$ cat src/rtl/dsss_despreader.sv
// dsss_despreader: hard-decision DSSS correlator with symbol acquisition and lock tracking.
// Each window of CHIPS_PER_BIT received chips is correlated against PN_CODE.
// The block acquires symbol alignment in SEARCH, then recovers one bit per code period in LOCK.
// Build option: define DESPREAD_LOCK_LOSS_EN to compile in the miss counter and the
// loss-of-lock path. Without it, LOCK is left only through rst.
module dsss_despreader #(
  parameter int unsigned                CHIPS_PER_BIT = 8,
  parameter logic [CHIPS_PER_BIT-1:0]   PN_CODE       = 8'hB4,
  parameter int unsigned                THRESH        = 6,
  parameter int unsigned                MISS_MAX      = 3
) (
  input  logic                                   clk_100,
  input  logic                                   rst,
  input  logic                                   chip_en,
  input  logic                                   chip_in,
  output logic                                   bit_out,
  output logic                                   bit_valid,
  output logic signed [$clog2(CHIPS_PER_BIT)+1:0] corr_out,
  output logic                                   locked
);

  localparam int unsigned N    = CHIPS_PER_BIT;
  localparam int unsigned CW   = $clog2(N) + 2;
  localparam int unsigned AW   = $clog2(N + 1);
  localparam int unsigned CNTW = ($clog2(N) > 0) ? $clog2(N) : 1;
  localparam int unsigned MW   = ($clog2(MISS_MAX + 1) > 0) ? $clog2(MISS_MAX + 1) : 1;

  // A zero miss limit would make every weak symbol unreachable as a lock-loss trigger.
  if (MISS_MAX < 1) begin : g_bad_miss_max
    $error("dsss_despreader: MISS_MAX must be at least 1");
  end

  typedef enum logic {
    S_SEARCH = 1'b0,
    S_LOCK   = 1'b1
  } state_e;

  state_e                  state_q, state_d;
  logic [N-2:0]            sr_q, sr_d;
  logic [CNTW-1:0]         fill_q, fill_d;
  logic [CNTW-1:0]         chip_cnt_q, chip_cnt_d;
  logic                    bit_out_q, bit_out_d;
  logic                    bit_valid_q, bit_valid_d;
  logic signed [CW-1:0]    corr_out_q, corr_out_d;
  logic                    locked_q, locked_d;
`ifdef DESPREAD_LOCK_LOSS_EN
  logic [MW-1:0]           miss_cnt_q, miss_cnt_d;
`endif

  logic [N-1:0]            win_c;
  logic [N-1:0]            match_c;
  logic [AW-1:0]           agree_c;
  logic signed [CW-1:0]    corr_c;
  logic [CW-1:0]           mag_c;
  logic                    strong_c;
  logic                    dec_c;

  // Correlate the current window (past chips plus the live chip) against the code.
  always_comb begin
    win_c   = {sr_q, chip_in};
    match_c = ~(win_c ^ PN_CODE);
    agree_c = '0;
    for (int i = 0; i < int'(N); i++) begin
      agree_c = agree_c + AW'(match_c[i]);
    end
    corr_c   = $signed(CW'({agree_c, 1'b0})) - $signed(CW'(N));
    mag_c    = corr_c[CW-1] ? CW'(-corr_c) : CW'(corr_c);
    strong_c = (mag_c >= CW'(THRESH));
    dec_c    = corr_c[CW-1];
  end

  // Next-state, counters and output register inputs.
  always_comb begin
    state_d     = state_q;
    sr_d        = sr_q;
    fill_d      = fill_q;
    chip_cnt_d  = chip_cnt_q;
    bit_out_d   = bit_out_q;
    bit_valid_d = 1'b0;
    corr_out_d  = corr_out_q;
`ifdef DESPREAD_LOCK_LOSS_EN
    miss_cnt_d  = miss_cnt_q;
`endif

    if (chip_en) begin
      sr_d = win_c[N-2:0];
      if (fill_q != CNTW'(N - 1)) begin
        fill_d = fill_q + CNTW'(1);
      end

      case (state_q)
        S_SEARCH: begin
          // Slide one chip at a time until a full window correlates strongly.
          if ((fill_q == CNTW'(N - 1)) && strong_c) begin
            bit_valid_d = 1'b1;
            bit_out_d   = dec_c;
            corr_out_d  = corr_c;
            state_d     = S_LOCK;
            chip_cnt_d  = '0;
`ifdef DESPREAD_LOCK_LOSS_EN
            miss_cnt_d  = '0;
`endif
          end
        end

        S_LOCK: begin
          if (chip_cnt_q == CNTW'(N - 1)) begin
            chip_cnt_d = '0;
`ifdef DESPREAD_LOCK_LOSS_EN
            if (strong_c) begin
              miss_cnt_d  = '0;
              bit_valid_d = 1'b1;
              bit_out_d   = dec_c;
              corr_out_d  = corr_c;
            end else if ((miss_cnt_q + MW'(1)) == MW'(MISS_MAX)) begin
              // Too many weak symbols in a row: drop this bit and re-acquire.
              miss_cnt_d = '0;
              state_d    = S_SEARCH;
            end else begin
              miss_cnt_d  = miss_cnt_q + MW'(1);
              bit_valid_d = 1'b1;
              bit_out_d   = dec_c;
              corr_out_d  = corr_c;
            end
`else
            bit_valid_d = 1'b1;
            bit_out_d   = dec_c;
            corr_out_d  = corr_c;
`endif
          end else begin
            chip_cnt_d = chip_cnt_q + CNTW'(1);
          end
        end

        default: state_d = S_SEARCH;
      endcase
    end

    locked_d = (state_d == S_LOCK);
  end

  // State and output registers with synchronous reset.
  always_ff @(posedge clk_100) begin
    if (rst) begin
      state_q     <= S_SEARCH;
      sr_q        <= '0;
      fill_q      <= '0;
      chip_cnt_q  <= '0;
      bit_out_q   <= 1'b0;
      bit_valid_q <= 1'b0;
      corr_out_q  <= '0;
      locked_q    <= 1'b0;
`ifdef DESPREAD_LOCK_LOSS_EN
      miss_cnt_q  <= '0;
`endif
    end else begin
      state_q     <= state_d;
      sr_q        <= sr_d;
      fill_q      <= fill_d;
      chip_cnt_q  <= chip_cnt_d;
      bit_out_q   <= bit_out_d;
      bit_valid_q <= bit_valid_d;
      corr_out_q  <= corr_out_d;
      locked_q    <= locked_d;
`ifdef DESPREAD_LOCK_LOSS_EN
      miss_cnt_q  <= miss_cnt_d;
`endif
    end
  end

  assign bit_out   = bit_out_q;
  assign bit_valid = bit_valid_q;
  assign corr_out  = corr_out_q;
  assign locked    = locked_q;

endmodule

$ cat config.mk
export PLATFORM = sky130hd
export DESIGN_NAME = dsss_despreader
export DESIGN_NICKNAME = d
export VERILOG_FILES = /design/src/rtl/dsss_despreader.sv
export SDC_FILE = /design/constraint.sdc
export NUM_CORES = 1
export LEC_CHECK = 0
export CAP_MARGIN = 10
export CORE_ASPECT_RATIO = 0.6
export CORE_MARGIN = 4
export CORE_UTILIZATION = 40
export DETAILED_ROUTE_END_ITERATION = 8
export PLACE_DENSITY = 0.56
export RECOVER_POWER = 50
export SLEW_MARGIN = 20
export SYNTH_ARGS = -nofsm -noshare
export SYNTH_HDL_FRONTEND = slang
export SYNTH_SLANG_ARGS = --single-unit
$ cat constraint.sdc
create_clock -name clk_100 -period 14.98 [get_ports clk_100]
set_clock_uncertainty 0.1 [all_clocks]
set_input_delay 2.996 -clock clk_100 [delete_from_list [all_inputs] [get_ports clk_100]]
set_output_delay 2.996 -clock clk_100 [all_outputs]
set_load 0.01 [all_outputs]
==> results.yml <==
floorplan:
  ioPinCount: 12
  die_height_um: 48.6
  rows: 14
  initial_core_util: 0.430
  fp.coreArea_um2: 2560
  die-area_um2: 3680
  die_w_um: 75.7
synthesis:
  synthTopCellsByCount: "dfxtp_1 (19), mux2i_1 (12), nor2_1 (12)"
  ys_seq_area_frac: 0.346
  syn_area_um2: 1100
  synth_mux_area_frac: 0.123
  synth_compound_area_frac: 0.0888
  yosys.area_share.simple: 0.186
  synthAdderAreaFrac: 0.164
  yosys.cell_count.top_type: "dfxtp_1"
  ys_seq_elements: 19
  yosys.area.top_type_share: 0.346
  synth_cell_type_count: 30
  synth_area_per_cell_um2: 9.81
  synth_xor_area_frac: 0.0239
  syn_inst: 112
  synth-edff-count: 0
  synth_fp_nets: 128
  synth-main-ff-cell: "dfxtp_1"
  ys_warn_count: 0
  synth.area.top_cells: "dfxtp_1 (35%), mux2i_1 (11%), ha_1 (9.1%), fa_1 (7.3%), nor2_1 (4.1%)"
  synth_area_leader_cell: "dfxtp_1"
  synth_top_family_by_area: "simple AND/OR/NAND/NOR gates"
  async_reset_ff_frac: 0
timing:
  slew_violations: 0
  finalCritPeriodShare: 0.499
  fin_crit_ns: 7.47
  setup-violations-final: 0
  slew_headroom: 0.513
  worst_pin_slew_ns: 0.728
  clock.fmax_mhz: 134
  tns_ns: 0
  rsz0062_at_grt: "no"
  hold_viol: 0
detailed_routing:
  dr.pass1.iters: 4
  drt-total-wl_mm: 1.80
  drt-initial-drc-count: 28
  drc: 0
  wire_per_inst_um: 11.7
  ant_nets: 0
  viasPerCell: 4.92
  vias: 752
cts:
  cts_setup_buffers: 0
  cts_inserted_buffers: 3
  cts_tree: "yes"
  worst_skew_pair.late_latency_ns: 0.25
  cts_max_level: 1
  root_buffer: "clkbuf_8"
  cts.hold.buffers_added: 0
  cts_sinks: 19
  ctsLongestPathBuffers: 2
  clkTransAtPathRegs_ns: 0.07
  cts_resized: 0
worst_setup_path:
  cp.depth: 16
  crit_required_ns: 15.03
  path_max_fanout: 5
  crit_type: "in2reg"
  startpoint_type: "input pin"
  crit_slowest_cell: "fa_1"
  reg2regPathDepth: 15
  crit_buf_inv: 5
  cp_top_family: "adder cells"
  end_kind: "flop"
  cp.arrival_ns: 7.52
  crit_chain: "clkdlybuf4s50_1 > inv_1 > fa_1 > fa_1 > inv_1 > fa_1 > inv_1 > ha_1 > fa_1 > inv_1 > ha_1 > or4b_1 > a21oi_1 > and4bb_4 > o31ai_4 > mux2_4"
  cpPeakStageDelay_ns: 0.52
pwr:
  pwr-share-clk: 0.327
  seq_power_share: 0.486
  switching_power_mw: 0.0280
  p_leak_nw: 0.553
  pwr-share-comb: 0.187
  swShare: 0.262
  p_per_area_nw_per_um2: 85.3
  internal_power_mw: 0.0790
  power.total_mw: 0.107
  vdd_drop_max_v: 0.0000443
global_routing:
  grt_pass1_vias: 719
  antenna_found_initial: 0
  track_usage: 0.113
  grt-ovfl-total: 0
  grt_max_degree: 24
  grt_first_pass_wirelength_mm: 3.19
status:
  status: "finished clean"
placement:
  hpwl_mm: 1.44
  postPlaceCellArea_um2: 1210
  io_buffers: 10
  gp_congestion: 0.705
final_layout:
  final_util: 0.491
  syn_to_final_growth_pct: 14.2
  drive_above_1_share: 0.0744
  n_antenna_cell: 0
  finalInstanceArea_um2: 1250
  finalNetCount: 138
flow_run:
  cap_violations: 0
hold_path:
  hp-class: "reg2reg"
  whs_path_depth: 2
[layout by cell type, fill, tap and decap left out, drive strengths merged, types with 4 or more instances in the layout]
| cell | netlist | layout |
|---|---|---|
| a21oi | 5 | 5 |
| nand2 | 4 | 4 |
| ha | 8 | 8 |
| inv | 11 | 11 |
| dfxtp | 19 | 19 |
| nand2b | 6 | 6 |
| dlygate4sd3 | 0 | 7 |
| fa | 4 | 4 |
| mux2i | 12 | 12 |
| o211ai | 4 | 4 |
| nor2 | 12 | 12 |
[final cells by class]
class	count	area [µm²]
clock buffers	3	41.3
fillers	247	1300
multi-input cells	77	647
repair buffers	10	100
clock inverters	1	5.00
well taps	32	40.0
inverters	11	41.3
flip-flops and latches	19	380
[layer usage]
metal,vias up,GRT usage,share of wire
li1,393,-,-
met4,0,0.0262,0.0067
met3,2,0.0434,0.047
met5,-,0,0
met1,345,0.150,0.53
met2,12,0.172,0.41
[state kept, by name, indices dropped and copies added (netlist names)]
signal      count
fill_q          3
locked          1
corr_out        4
sr_q            7
bit_valid       1
chip_cnt_q      3
[cells by family after synthesis]
logic type               Yosys count
adder cells (fa/ha/maj)           12
AND/OR/NAND/NOR                   36
flip-flops                        19
XOR/XNOR                           3
buffers and inverters             16
AO/OA/AOI/OAI                     12
multiplexers                      13
other                              1
[power by group through the flow]
stage                     sequential [mW]  combinational (mW)  clock (mW)
after detailed placement           0.0532              0.0203           0
after global routing               0.0521              0.0231      0.0389
after global placement             0.0532              0.0199           0
after floorplan                    0.0530              0.0163           0
final                              0.0520              0.0200      0.0351
after CTS                          0.0520              0.0204      0.0366
[worst register-to-register path, cell delays in order, from the launching register on]
cell and delay (ns):
dfxtp_1 0.35, inv_1 0.06, fa_1 0.46, fa_1 0.49
inv_1 0.05, fa_1 0.47, inv_1 0.04, ha_1 0.20
fa_1 0.52, inv_1 0.09, ha_1 0.16, or4b_1 0.43
a21oi_1 0.12, and4bb_4 0.23, o31ai_4 0.38, mux2_4 0.33
[path summary, 6_finish.rpt]
check,from,slack (ns),end
setup / recovery,chip_in,7.51,corr_out[4]
hold / removal,corr_out[3],0.38,corr_out[3]
setup reg to reg,sr_q[0],10.40,corr_out[4]
hold reg to reg,corr_out[3],0.38,corr_out[3]
[metrics by stage]
step                setup WS (ns)  hold slack, ns  std cells
global route                 7.30           0.409        153
CTS                          7.49           0.384        153
detailed placement           7.21           0.366        149
global placement             7.26           0.361        149
floorplan                    7.90           0.360        112
finish                       7.51           0.377        153
No activity file was read; power rests on OpenSTA's default activity.
